## src/rtl/phys_reg_free_list_pkg.sv

```systemverilog
// Free-list sizing constants and the retire-side return bundle type.
// No logic; latency and backpressure are not applicable.
package phys_reg_free_list_pkg;
    localparam int NUM_PREGS = 64;
    localparam int NUM_AREGS = 32;
    localparam int PREG_BITS = $clog2(NUM_PREGS);
    localparam int ALLOC_W   = 2;
    localparam int FREE_W    = 2;
    localparam int DEPTH     = NUM_PREGS - NUM_AREGS;
    localparam int PTR_W     = $clog2(DEPTH);
    localparam int CNT_W     = $clog2(DEPTH + 1);
    localparam int RC_W      = $clog2(ALLOC_W + 1);

    typedef struct {
        logic                 valid [FREE_W];
        logic [PREG_BITS-1:0] preg  [FREE_W];
    } freeListReqStruct;
endpackage

```

## src/rtl/phys_reg_free_list_if.sv

```systemverilog
// Rename/retire side bus of the physical-register free list.
// Alloc results are combinational; a request that cannot be fully served is refused (all-or-nothing).
interface phys_reg_free_list_if;
    import phys_reg_free_list_pkg::*;

    logic [ALLOC_W-1:0]           alloc_req;
    logic                         alloc_grant;
    logic [ALLOC_W*PREG_BITS-1:0] alloc_preg;
    logic [FREE_W-1:0]            free_valid;
    logic [FREE_W*PREG_BITS-1:0]  free_preg;
    logic [RC_W-1:0]              retire_cnt;
    logic                         flush;
    logic [CNT_W-1:0]             free_count;
    logic                         empty;
    logic                         err;

    modport master (
        output alloc_req, free_valid, free_preg, retire_cnt, flush,
        input  alloc_grant, alloc_preg, free_count, empty, err
    );
    modport slave (
        input  alloc_req, free_valid, free_preg, retire_cnt, flush,
        output alloc_grant, alloc_preg, free_count, empty, err
    );
endinterface

```

## src/rtl/phys_reg_free_list_lane_compactor.sv

```systemverilog
// Prefix popcount of a lane mask: per-lane offset among set lanes plus total.
// Purely combinational, no backpressure.
module lane_compactor #(
    parameter  int W  = 2,
    localparam int CW = $clog2(W + 1)
) (
    input  logic [W-1:0]         mask,
    output logic [W-1:0][CW-1:0] offset,
    output logic [CW-1:0]        total
);
    logic [CW-1:0] acc;

    always_comb begin
        acc    = '0;
        offset = '0;
        for (int i = 0; i < W; i++) begin
            offset[i] = acc;
            acc       = acc + CW'(mask[i]);
        end
        total = acc;
    end
endmodule

```

## src/rtl/phys_reg_free_list.sv

```systemverilog
// Circular free pool of pregs with speculative and retired heads; flush rewinds in one cycle.
// Alloc is combinational, frees become allocatable next cycle; short pool refuses the whole request.
module phys_reg_free_list
    import phys_reg_free_list_pkg::*;
(
    input logic                 clk,
    input logic                 reset,
    phys_reg_free_list_if.slave bus
);
    localparam int CW_A = $clog2(ALLOC_W + 1);
    localparam int CW_F = $clog2(FREE_W + 1);
    localparam int NW   = CNT_W + 2;

    logic [PREG_BITS-1:0] mem [DEPTH];
    logic [PTR_W-1:0]     head, arch_head, tail;
    logic [CNT_W-1:0]     free_count;
    logic                 err_q;

    logic [ALLOC_W-1:0][CW_A-1:0] a_off;
    logic [CW_A-1:0]              n_req;
    logic [FREE_W-1:0][CW_F-1:0]  f_off;
    logic [CW_F-1:0]              n_free;
    freeListReqStruct             fr;

    logic             grant;
    logic [PTR_W-1:0] rd_idx;
    logic [PTR_W-1:0] outstanding, arch_next, head_next, returned;
    logic             retire_err, overflow;
    logic [NW-1:0]    fc_next;

    lane_compactor #(.W(ALLOC_W)) u_alloc_cmp (.mask(bus.alloc_req),  .offset(a_off), .total(n_req));
    lane_compactor #(.W(FREE_W))  u_free_cmp  (.mask(bus.free_valid), .offset(f_off), .total(n_free));

    always_comb begin
        for (int i = 0; i < FREE_W; i++) begin
            fr.valid[i] = bus.free_valid[i];
            fr.preg[i]  = bus.free_preg[i*PREG_BITS +: PREG_BITS];
        end
    end

    assign grant = !bus.flush && (free_count >= CNT_W'(n_req));

    always_comb begin
        bus.alloc_preg = '0;
        rd_idx         = '0;
        for (int i = 0; i < ALLOC_W; i++) begin
            if (bus.alloc_req[i]) begin
                rd_idx = head + PTR_W'(a_off[i]);
                bus.alloc_preg[i*PREG_BITS +: PREG_BITS] = mem[rd_idx];
            end
        end
    end

    // Retire is applied before flush so a flush rewinds only to the newly committed point.
    always_comb begin
        outstanding = head - arch_head;
        retire_err  = CNT_W'(bus.retire_cnt) > CNT_W'(outstanding);
        arch_next   = retire_err ? head : arch_head + PTR_W'(bus.retire_cnt);
        head_next   = bus.flush ? arch_next : (grant ? head + PTR_W'(n_req) : head);
        returned    = bus.flush ? head - arch_next : '0;
        fc_next     = NW'(free_count) - (grant ? NW'(n_req) : '0) + NW'(n_free) + NW'(returned);
        overflow    = fc_next > NW'(DEPTH);
    end

    always_ff @(posedge clk or posedge reset) begin
        if (reset) begin
            for (int i = 0; i < DEPTH; i++) mem[i] <= PREG_BITS'(NUM_AREGS + i);
            head       <= '0;
            arch_head  <= '0;
            tail       <= '0;
            free_count <= CNT_W'(DEPTH);
            err_q      <= 1'b0;
        end else begin
            for (int i = 0; i < FREE_W; i++) begin
                if (fr.valid[i]) mem[tail + PTR_W'(f_off[i])] <= fr.preg[i];
            end
            tail       <= tail + PTR_W'(n_free);
            head       <= head_next;
            arch_head  <= arch_next;
            free_count <= fc_next[CNT_W-1:0];
            if (retire_err || overflow) err_q <= 1'b1;
        end
    end

    assign bus.alloc_grant = grant;
    assign bus.free_count  = free_count;
    assign bus.empty       = (free_count == '0);
    assign bus.err         = err_q;
endmodule
```

## src/flat_wrapper.sv

```systemverilog
// flat-port wrapper written by rule: the top's interface ports become plain ports
module phys_reg_free_list_flat import phys_reg_free_list_pkg::*;
  (clk, reset, bus_alloc_req, bus_free_valid, bus_free_preg, bus_retire_cnt, bus_flush, bus_alloc_grant, bus_alloc_preg, bus_free_count, bus_empty, bus_err);
  phys_reg_free_list_if bus_i ();
  input logic clk;
  input logic reset;
  input wire logic [$bits(bus_i.alloc_req)-1:0] bus_alloc_req;
  input wire logic [$bits(bus_i.free_valid)-1:0] bus_free_valid;
  input wire logic [$bits(bus_i.free_preg)-1:0] bus_free_preg;
  input wire logic [$bits(bus_i.retire_cnt)-1:0] bus_retire_cnt;
  input wire logic [$bits(bus_i.flush)-1:0] bus_flush;
  output wire logic [$bits(bus_i.alloc_grant)-1:0] bus_alloc_grant;
  output wire logic [$bits(bus_i.alloc_preg)-1:0] bus_alloc_preg;
  output wire logic [$bits(bus_i.free_count)-1:0] bus_free_count;
  output wire logic [$bits(bus_i.empty)-1:0] bus_empty;
  output wire logic [$bits(bus_i.err)-1:0] bus_err;
  assign bus_i.alloc_req = bus_alloc_req;
  assign bus_i.free_valid = bus_free_valid;
  assign bus_i.free_preg = bus_free_preg;
  assign bus_i.retire_cnt = bus_retire_cnt;
  assign bus_i.flush = bus_flush;
  assign bus_alloc_grant = bus_i.alloc_grant;
  assign bus_alloc_preg = bus_i.alloc_preg;
  assign bus_free_count = bus_i.free_count;
  assign bus_empty = bus_i.empty;
  assign bus_err = bus_i.err;
  phys_reg_free_list u_core (.clk(clk), .reset(reset), .bus(bus_i));
endmodule
```

## config.mk

```make
export PLATFORM = sky130hd
export DESIGN_NAME = phys_reg_free_list_flat
export DESIGN_NICKNAME = d
export VERILOG_FILES = /design/src/rtl/phys_reg_free_list_pkg.sv /design/src/rtl/phys_reg_free_list_if.sv /design/src/rtl/phys_reg_free_list_lane_compactor.sv /design/src/rtl/phys_reg_free_list.sv /design/src/flat_wrapper.sv
export SDC_FILE = /design/constraint.sdc
export NUM_CORES = 1
export LEC_CHECK = 0
export BUFFER_PORTS_ARGS = -buffer_cell sky130_fd_sc_hd__buf_2
export CORE_ASPECT_RATIO = 2
export CORE_UTILIZATION = 55
export CTS_CLUSTER_DIAMETER = 30
export DETAILED_ROUTE_END_ITERATION = 8
export PLACE_DENSITY = 0.72
export SLEW_MARGIN = 20
export SYNTH_ARGS = -nofsm -noshare
export SYNTH_HDL_FRONTEND = slang
export SYNTH_SLANG_ARGS = --single-unit
```

## constraint.sdc

```tcl
create_clock -name clk -period 17.1 [get_ports clk]
set_input_delay 1.71 -clock clk [delete_from_list [all_inputs] [get_ports clk]]
set_output_delay 1.71 -clock clk [all_outputs]
set_load 0.01 [all_outputs]
```

==> results of run 1 <==
## through the flow
stage	instances	total power, W	hold WS [ns]	setup slack, ns	util (%)
3_3_place_gp	1629	0.003147	0.5459	10.40	56.90
2_1_floorplan	1341	0.002601	0.5236	9.726	-
3_5_place_dp	1629	0.003230	0.5294	10.30	56.90
5_1_grt	1691	0.004227	0.5385	10.30	61.59
4_1_cts	1691	0.003969	0.5405	10.54	61.45
6_report	1691	0.004025	0.5376	10.53	61.59
## layout by cell type (no fill, tap or decap), types with 5 or more instances in the layout
master,Yosys,routed
mux2i_1,177,177
mux2_1,31,31
dfstp_2,113,113
o21ai_1,75,75
xnor2_1,16,15
nor2b_1,13,13
fa_1,9,9
and3_1,6,6
a21oi_1,73,73
mux2_2,19,19
clkbuf_16,0,37
xor2_1,6,6
ha_1,37,35
nand2_1,158,158
nor3_2,0,5
a21boi_1,6,6
nand3_1,14,14
nand3b_1,8,8
buf_4,1,10
o21ai_0,48,48
inv_1,43,42
mux4_2,118,118
buf_2,25,41
clkinvlp_4,0,6
nor2_1,98,98
nor3_1,16,11
dfrtp_1,101,99
## how the worst min path moves through the flow
stage                          startpoint  cells past startpoint                          to  slack (ns)
6_report       u_core.bus.err$_DFFE_PP0P_                      2  u_core.bus.err$_DFFE_PP0P_        0.54
5_1_grt        u_core.bus.err$_DFFE_PP0P_                      2  u_core.bus.err$_DFFE_PP0P_        0.54
4_1_cts        u_core.bus.err$_DFFE_PP0P_                      2  u_core.bus.err$_DFFE_PP0P_        0.54
3_5_place_dp   u_core.bus.err$_DFFE_PP0P_                      2  u_core.bus.err$_DFFE_PP0P_        0.53
3_3_place_gp   u_core.bus.err$_DFFE_PP0P_                      2  u_core.bus.err$_DFFE_PP0P_        0.55
2_1_floorplan  u_core.bus.err$_DFFE_PP0P_                      2  u_core.bus.err$_DFFE_PP0P_        0.52
## power by group
group | switching [W] | internal, W | total, W
Combinational | 0.00116 | 0.00105 | 0.00221
Clock | 0.000265 | 0.000459 | 0.000724
Sequential | 0.000246 | 0.000850 | 0.00110
## state kept, by name, indices dropped and copies added, names as in the netlist
register / count
u_core.mem: 192
u_core.bus.err: 1
u_core.tail: 5
u_core.bus.free_count: 6
u_core.arch_head: 5
u_core.head: 5
## tightest hold or removal path, stage by stage, from the launching register on
cell     delay [ns]
dfrtp_1        0.37
a21oi_1        0.05
nand4_1        0.07
## per-layer routing
| metal | GRT usage, % | wire, µm | up-vias |
|---|---|---|---|
| met2 | 59.17 | 23010 | 536 |
| met5 | 0 | 13 | - |
| met4 | 31.77 | 4743 | 2 |
| met3 | 5.931 | 3094 | 189 |
| met1 | 35.09 | 14400 | 5529 |
| li1 | - | - | 4834 |
## cell families (layout without fill, tap and decap cells)
group	Yosys count	count (layout)	synth area share, %
mux	347	347	34.40
simple gates	333	333	9.700
compound gates	226	226	8.352
flops	214	214	37.48
buf+inv	152	158	4.308
fa+ha+maj	47	47	4.453
xor+xnor	22	22	1.314
## cell type report
cell class | instances | share of cell area [%]
Clock buffer | 43 | 6.108
Multi-Input combinational cell | 975 | 53.13
Inverter | 45 | 1.090
Clock inverter | 19 | 1.284
Timing Repair Buffer | 51 | 1.732
Tap cell | 344 | 2.660
Sequential cell | 214 | 34.00
==> metrics.cfg, run 1 <==
[sta]
final-max-slew-violation-count=0
finalHoldViolations=0
max-slew-margin-rel_pct=24.15
skew_ns=0.01801
fin_crit_sh_pct=38.43
period_minus_slack_ns=6.571
rsz0062_at_grt=false
fmax_mhz=152.2
setup_viol=0
fin_setup_tns_ns=0
tightest_slew_ns=1.135

[pwr]
vdd_drop_max_mv=0.1184
p_leak_nw=6.810
power_density_nw_per_um2=248.7

[floorplanning]
fp.dieW_um=117.5
core-area_um2=26280
row_count=84
die_h_um=232.9
io_pins=42
die_area_um2=27360
initial_core_util_pct=55.82

[setup_path]
worstReg2RegStart=u_core.head[0]$_DFFE_PP0P_
critical-path-top-delay-family=adder cells
worstPathRequired_ns=17.47
crit_fanout=12
reg2regPathDepth=26
worstSetupEndpointType=flip-flop
cp_slowest_stage_delay_ns=0.57
critPathLaunch=u_core.head[0]$_DFFE_PP0P_
path_depth=26
criticalPathCategory=flip-flop to flip-flop
critPathArrivalTime_ns=6.94
worst-r2r-setup-slack_ns=10.53
timing.rr.end=u_core.bus.err$_DFFE_PP0P_
crit_end=u_core.bus.err$_DFFE_PP0P_
slowest_stage=dfrtp_4
worstSetupStartpointType=flip-flop
path_buf_inv=6

[route]
dr.pass1.iters=8
wire_per_inst_um=26.77
num_vias=11090
ant_nets=0
drt_iter0_markers=986
post-route-drc-count=0
wirelength_um=45260
routed_via_density=6.558

[job]
cap_violations=0

[yosys]
yosysWarnings=0
synth_fp_nets=1408
syn_area_um2=14670
ys_ff_latch=214
yosysMostFrequentCell=mux2i_1
postSynthCellCount=1341
synth_commonest_cells=177 x mux2i_1, 158 x nand2_1, 118 x mux4_2
synth_edf_count=0
yosysTopAreaCell=dfstp_2
async_reset_ff_share_pct=100.0
synth_area_per_cell_um2=10.94
synth_top_area_share_pct=20.24
ys.flop_type=dfstp_2
ys_types=59
yosysSeqAreaShare_pct=37.48
synthTopCellsByArea=dfstp_2 20%, mux4_2 18%, dfrtp_1 17%

[placed_design]
dp_hpwl_um=30790
portBuffers=41
gp_congestion=1.020
placed_cell_area_um2=14950

[clock_network]
cts_buffers=34
cts_resized=0
clk_pin_slew_ns=0.05
clk_latency_ns=0.51
cts_tree=built
postCtsHoldBufs=0
cts-root-buf=clkbuf_16
ctsHtreeMaxLevel=2
cts_setup_buffers=0
cts_sinks=214
clockBufferDepth=3

[grt]
antenna_found_initial=1
grt_overflow=0
grt_max_degree=78
grt_pass1_vias=11270
grt_pass1_wl_um=69260
grt_use_total_pct=34.22

[finish]
fin_area_um2=16180
n_antenna_cell=0
fillers=2081
register_area_um2=5502
multi_input_area_um2=8597
drive_above_1_share_pct=28.36
layout.nets=1388
area_delta_synth_final_pct=10.33

[run_status]
status=finished clean

[worst_hold_path]
hp-class=flip-flop to flip-flop

Power figures use the tool's default switching activity.
==> inputs of run 2 (changes only) <==
--- a/config.mk
+++ b/config.mk
@@ -5,6 +5,7 @@
 export SDC_FILE = /design/constraint.sdc
 export NUM_CORES = 1
 export LEC_CHECK = 0
+export ABC_AREA = 1
 export BUFFER_PORTS_ARGS = -buffer_cell sky130_fd_sc_hd__buf_2
 export CORE_ASPECT_RATIO = 2
 export CORE_UTILIZATION = 55
==> constraint.sdc (replaced) <==
create_clock -name clk -period 6.6 [get_ports clk]
set_input_delay 0.66 -clock clk [delete_from_list [all_inputs] [get_ports clk]]
set_output_delay 0.66 -clock clk [all_outputs]
set_load 0.01 [all_outputs]
==> run 2 against run 1 <==
First-iteration DRC count rose by 43%. Combinational power grew to 2.8 times the previous value. Hold slack worse by 0.25 ns. Worst setup slack got worse by 10 ns. Final cell count is 49% higher. Via count increased by 41%. Fmax grew 9.0%.
==> metrics.cfg, run 2 <==
[run_status]
status=finished clean

[yosys]
synth_fp_nets=2277
synth_area_per_cell_um2=6.903
yosysWarnings=0
synth_top_family_by_area=compound AO/OA/AOI/OAI gates
ys_ff_latch=214
synth_commonest_cells=598 x nand2_1, 365 x o21ai_0, 197 x o21ai_1
yosys-mux-area-fraction_pct=1.074
yosysMostFrequentCell=nand2_1
synth_fa_ha_area_share_pct=4.216
ys.flop_type=dfstp_2
yosysSeqAreaShare_pct=36.03
synth_top_area_share_pct=19.46
synth_xor_area_share_pct=1.509
yosys.area_share.simple_pct=21.88
synthTopCellsByArea=dfstp_2 19%, dfrtp_1 17%, nand2_1 15%
postSynthCellCount=2210
ys_types=43
syn_area_um2=15250
synth-compound-area-share_pct=25.92
synth_edf_count=0
yosysTopAreaCell=dfstp_2
async_reset_ff_share_pct=100.0

[sta]
fin_setup_tns_ns=0
finalHoldViolations=0
fmax_mhz=165.9
skew_ns=0.02563
rsz0062_at_grt=false
final-max-slew-violation-count=0
max-slew-margin-rel_pct=18.85
period_minus_slack_ns=6.027
setup_viol=0
tightest_slew_ns=1.211
fin_crit_sh_pct=91.32

[clock_network]
ctsHtreeMaxLevel=2
clk_pin_slew_ns=0.05
cts_resized=0
cts_tree=built
cts-root-buf=clkbuf_16
postCtsHoldBufs=0
cts_buffers=38
cts_sinks=214
clockBufferDepth=3
cts_setup_buffers=0
clk_latency_ns=0.56

[route]
routed_via_density=6.210
num_vias=15610
wirelength_um=55400
wire_per_inst_um=22.04
ant_nets=0
post-route-drc-count=0
dr.pass1.iters=6
drt_iter0_markers=1409

[pwr]
p_clk_share_pct=18.7
switching_share_pct=49.34
pwr-share-comb_pct=57.1
power_density_nw_per_um2=650.8
intPower_w=0.005495
vdd_drop_max_mv=0.3488
seq_power_share_pct=24.1
p_sw_w=0.005351
p_leak_nw=7.303

[finish]
layout_commonest_cell=nand2_1
area_delta_synth_final_pct=9.252
top_regs=u_core.mem (192), u_core.bus.free_count (6)
n_antenna_cell=0
largest_register_ffs=192
layout.nets=2205
drive_above_1_share_pct=13.62
regMostFlops=u_core.mem
final_cells=2514
layout_common_cells=598 x nand2_1, 365 x o21ai_0, 197 x o21ai_1

[grt]
grt_max_degree=128
grt_overflow=0
grt_pass1_wl_um=83570
grt_use_total_pct=39.56
antenna_found_initial=0
grt_pass1_vias=14490

[setup_path]
criticalPathCategory=flip-flop to flip-flop
timing.rr.end=u_core.bus.err$_DFFE_PP0P_
worstSetupEndpointType=flip-flop
critPathArrivalTime_ns=6.44
worstSetupStartpointType=flip-flop
crit_end=u_core.bus.err$_DFFE_PP0P_
worstPathRequired_ns=7.01
critPathLaunch=u_core.head[0]$_DFFE_PP0P_
reg2regPathDepth=27
worstReg2RegStart=u_core.head[0]$_DFFE_PP0P_
worst-r2r-setup-slack_ns=0.57
crit_fanout=15

[job]
cap_violations=0

[placed_design]
portBuffers=41
gp_congestion=0.9912
dp_hpwl_um=36430
dp_cells=2446

[floorplanning]
io_pins=42
die_h_um=237.5
die_area_um2=28450
core-area_um2=27120
row_count=85
fp.dieW_um=119.8
initial_core_util_pct=56.25

[worst_hold_path]
hp-class=primary input to async pin

[run 2: changes by cell type in the layout (fill, tap and decap cells not counted), sizes merged, moves of 13 or more]
cell,change
nor2b,-13
a21oi,+44
nor2,-13
mux2i,-173
buf,+16
mux4,-120
nand3,+71
nand2,+440
mux2,-39
o211ai,+37
inv,+125
o21ai,+439
[run 2: how the worst min path moves through the flow]
stage                                      endpoint  cells past startpoint                      from  slack (ns)
after global placement     u_core.mem[58]$_DFF_PP1_                      2  u_core.mem[58]$_DFF_PP1_        0.51
final                     u_core.mem[148]$_DFF_PP0_                      2                     reset        0.29
after detailed placement   u_core.mem[55]$_DFF_PP1_                      2  u_core.mem[55]$_DFF_PP1_        0.52
after CTS                 u_core.mem[150]$_DFF_PP0_                      2                     reset        0.35
after floorplan            u_core.mem[59]$_DFF_PP1_                      2  u_core.mem[59]$_DFF_PP1_        0.48
after global routing      u_core.mem[160]$_DFF_PP0_                      2                     reset        0.38
[run 2: worst max-delay path, cell delays in order, from the launching register on]
cell      delay [ns]
dfrtp_2         0.40
clkinv_2        0.05
ha_1            0.12
inv_1           0.07
fa_1            0.48
inv_1           0.04
ha_1            0.28
inv_1           0.06
o21bai_1        0.06
nand3_1         0.08
nor2_1          0.04
nand2_1         0.31
inv_1           0.11
or2_2           0.30
o21a_1          0.14
ha_1            0.22
fa_1            0.49
nor2_1          0.06
fa_1            0.51
inv_1           0.05
fa_1            0.47
inv_1           0.04
ha_1            0.21
fa_1            0.47
xor2_1          0.19
or3_1           0.31
o31ai_1         0.21
nand4_1         0.12
[run 2: final cells by class]
class,instances,area [µm²]
inverter,172,661.9
multi-input combinational,1645,8362
clock buffer,48,1039
sequential,214,5499
timing repair buffer,67,412.9
clock inverter,20,256.5
fill,2505,10450
tap,348,435.4
[run 2: power groups by stage]
stage | clock network (W) | registers, W | logic (W)
after floorplan | 0 | 0.00243 | 0.00446
after global placement | 0 | 0.00258 | 0.00586
after detailed placement | 0 | 0.00260 | 0.00599
after CTS | 0.00204 | 0.00259 | 0.00603
after global routing | 0.00210 | 0.00268 | 0.00684
final | 0.00203 | 0.00262 | 0.00620
[run 2: kinds of logic after synthesis]
| family | Yosys count |
|---|---|
| compound gates | 757 |
| xor+xnor | 19 |
| fa+ha+maj | 46 |
| buf+inv | 351 |
| flops | 214 |
| mux | 15 |
| simple gates | 808 |
[run 2: stage by stage]
stage | util, % | total power (W) | hold slack, ns | cell area, µm² | setup WS (ns)
CTS | 61.45 | 0.01065 | 0.3533 | 16670 | 0.5648
detailed placement | 56.68 | 0.008594 | 0.5161 | 15370 | 0.5769
floorplan | - | 0.006890 | 0.4824 | 15250 | 0.2761
global route | 61.45 | 0.01162 | 0.3824 | 16670 | 0.2365
global placement | 56.68 | 0.008439 | 0.5075 | 15370 | 0.6892
finish | 61.45 | 0.01085 | 0.2893 | 16670 | 0.5730
[run 2: layer usage]
layer  track usage (%)  share of wire, %
met5                 0                 0
met4             38.26                11
met3             8.493               8.6
met2             63.76                47
met1             42.19                33
==> inputs of run 3 (changes only) <==
--- a/config.mk
+++ b/config.mk
@@ -7,7 +7,7 @@
 export LEC_CHECK = 0
 export ABC_AREA = 1
 export BUFFER_PORTS_ARGS = -buffer_cell sky130_fd_sc_hd__buf_2
-export CORE_ASPECT_RATIO = 2
+export CORE_ASPECT_RATIO = 1.4
 export CORE_UTILIZATION = 55
 export CTS_CLUSTER_DIAMETER = 30
 export DETAILED_ROUTE_END_ITERATION = 8
==> run 3 against run 2 <==
Combinational power is 2% lower. Highest routed layer unchanged. Die area shrank 0.11%. Global-route usage is 2.1 points lower. Cell area is 2.5% higher. Via count shrank 0.95%. Largest cell class unchanged.
==> metrics.cfg, run 3 (synthesis gave the netlist of run 2 again) <==
[clock_network]
ctsHtreeMaxLevel=2
clk_latency_ns=0.57
cts_sinks=214
cts_buffers=49
cts-root-buf=clkbuf_16
postCtsHoldBufs=0
cts_resized=0
cts_tree=built
clk_pin_slew_ns=0.05
cts_setup_buffers=0
clockBufferDepth=3

[finish]
layout_commonest_cell=nand2_1
fin_util_pct=63.05
n_antenna_cell=0
layout_common_cells=598 x nand2_1, 365 x o21ai_0, 197 x o21ai_1
largest_register_ffs=192
regMostFlops=u_core.mem
drive_above_1_share_pct=14.57
top_regs=u_core.mem (192), u_core.bus.free_count (6)
area_delta_synth_final_pct=11.99
layout.nets=2218

[floorplanning]
die_h_um=199.1
die_area_um2=28420
fp.dieW_um=142.8
core-area_um2=27090
io_pins=42
initial_core_util_pct=56.30
row_count=71

[pwr]
power_density_nw_per_um2=653.4
intPower_w=0.005880
p_clk_share_pct=22.4
vdd_drop_max_mv=0.3598
switching_share_pct=47.33
pwr-share-comb_pct=54.3
p_leak_nw=7.495
p_sw_w=0.005283
seq_power_share_pct=23.3
total_power_w=0.01116

[setup_path]
worstReg2RegStart=u_core.head[0]$_DFFE_PP0P_
timing.rr.end=u_core.bus.err$_DFFE_PP0P_
critPathMostFrequentCell=inv_1
criticalPathCategory=flip-flop to flip-flop
critPathLaunch=u_core.head[0]$_DFFE_PP0P_
slowest_stage=fa_1
worstSetupStartpointType=flip-flop
crit_end=u_core.bus.err$_DFFE_PP0P_
worstSetupEndpointType=flip-flop
crit_fanout=15
worst-r2r-setup-slack_ns=0.69
critPathArrivalTime_ns=6.33
reg2regPathDepth=28
worstPathRequired_ns=7.01
cp_slowest_stage_delay_ns=0.50

[grt]
grt_pass1_vias=14550
grt_max_degree=111
grt_overflow=0
antenna_found_initial=0
grt_pass1_wl_um=81010
grt_use_total_pct=37.46

[placed_design]
dp_hpwl_um=33910
dp_slack_ns=0.6694
portBuffers=41
gp_congestion=0.9734

[sta]
fin_ws_ns=0.6885
fmax_mhz=169.2
setup_viol=0
fin_crit_sh_pct=89.57
rsz0062_at_grt=false
skew_ns=0.03691
period_minus_slack_ns=5.911
holdWs_ns=0.1819
tightest_slew_ns=1.177
max-slew-margin-rel_pct=21.08
finalHoldViolations=0
fin_setup_tns_ns=0
final-max-slew-violation-count=0

[route]
routed-wl-met3_um=4559
wire_per_inst_um=20.22
dr.pass1.iters=6
routed_via_density=6.053
drt_iter0_markers=1607
top_layer=met4
met2WireLength_um=24090
post-route-drc-count=0
ant_nets=0
wirelength_um=51670
wl_met1_um=19490
num_vias=15470

[run_status]
status=finished clean

[job]
cap_violations=0

[worst_hold_path]
hp-class=primary input to async pin

run 3: power groups by stage:
stage                     Sequential [W]  Combinational [W]  Clock (W)
final                            0.00260            0.00607    0.00250
after global routing             0.00266            0.00679    0.00257
after CTS                        0.00258            0.00593    0.00251
after detailed placement         0.00258            0.00589          0
after global placement           0.00257            0.00573          0
after floorplan                  0.00243            0.00446          0
run 3: layout make-up:
class / count / area [µm²]
Timing Repair Buffer: 69 / 415.4
Clock buffer: 60 / 1328
Multi-Input combinational cell: 1645 / 8362
Inverter: 172 / 661.9
Tap cell: 365 / 456.7
Sequential cell: 214 / 5499
Fill cell: 2501 / 10010
Clock inverter: 30 / 361.6
run 3: worst max-delay path: cells and delay by family, from the launching register on:
family / cells / cell delay (ns)
buf+inv: 8 / 0.57
xor+xnor: 1 / 0.20
fa+ha+maj: 9 / 3.23
compound gates: 3 / 0.42
flops: 1 / 0.41
simple gates: 7 / 0.97
run 3: per-layer routing:
layer / vias to the layer above / track usage [%]
li1: 7258 / -
met1: 7159 / 45.54
met2: 848 / 60.73
met3: 200 / 6.662
met4: 0 / 25.13
met5: - / 0
run 3: metrics by stage:
stage / cells / cell area [µm²]
finish: 2555 / 17080
global route: 2555 / 17080
CTS: 2555 / 17080
detailed placement: 2465 / 15390
global placement: 2465 / 15390
floorplan: 2210 / 15250
run 3: how the worst min path moves through the flow:
stage                                   startpoint                        end  slack (ns)  cells after the start
after floorplan           u_core.mem[59]$_DFF_PP1_   u_core.mem[59]$_DFF_PP1_        0.48                      2
after global placement    u_core.mem[55]$_DFF_PP1_   u_core.mem[55]$_DFF_PP1_        0.52                      2
after detailed placement  u_core.mem[55]$_DFF_PP1_   u_core.mem[55]$_DFF_PP1_        0.52                      2
after CTS                                    reset  u_core.mem[136]$_DFF_PP0_        0.30                      2
after global routing                         reset  u_core.mem[136]$_DFF_PP0_        0.30                      2
final                                        reset  u_core.mem[136]$_DFF_PP0_        0.18                      2
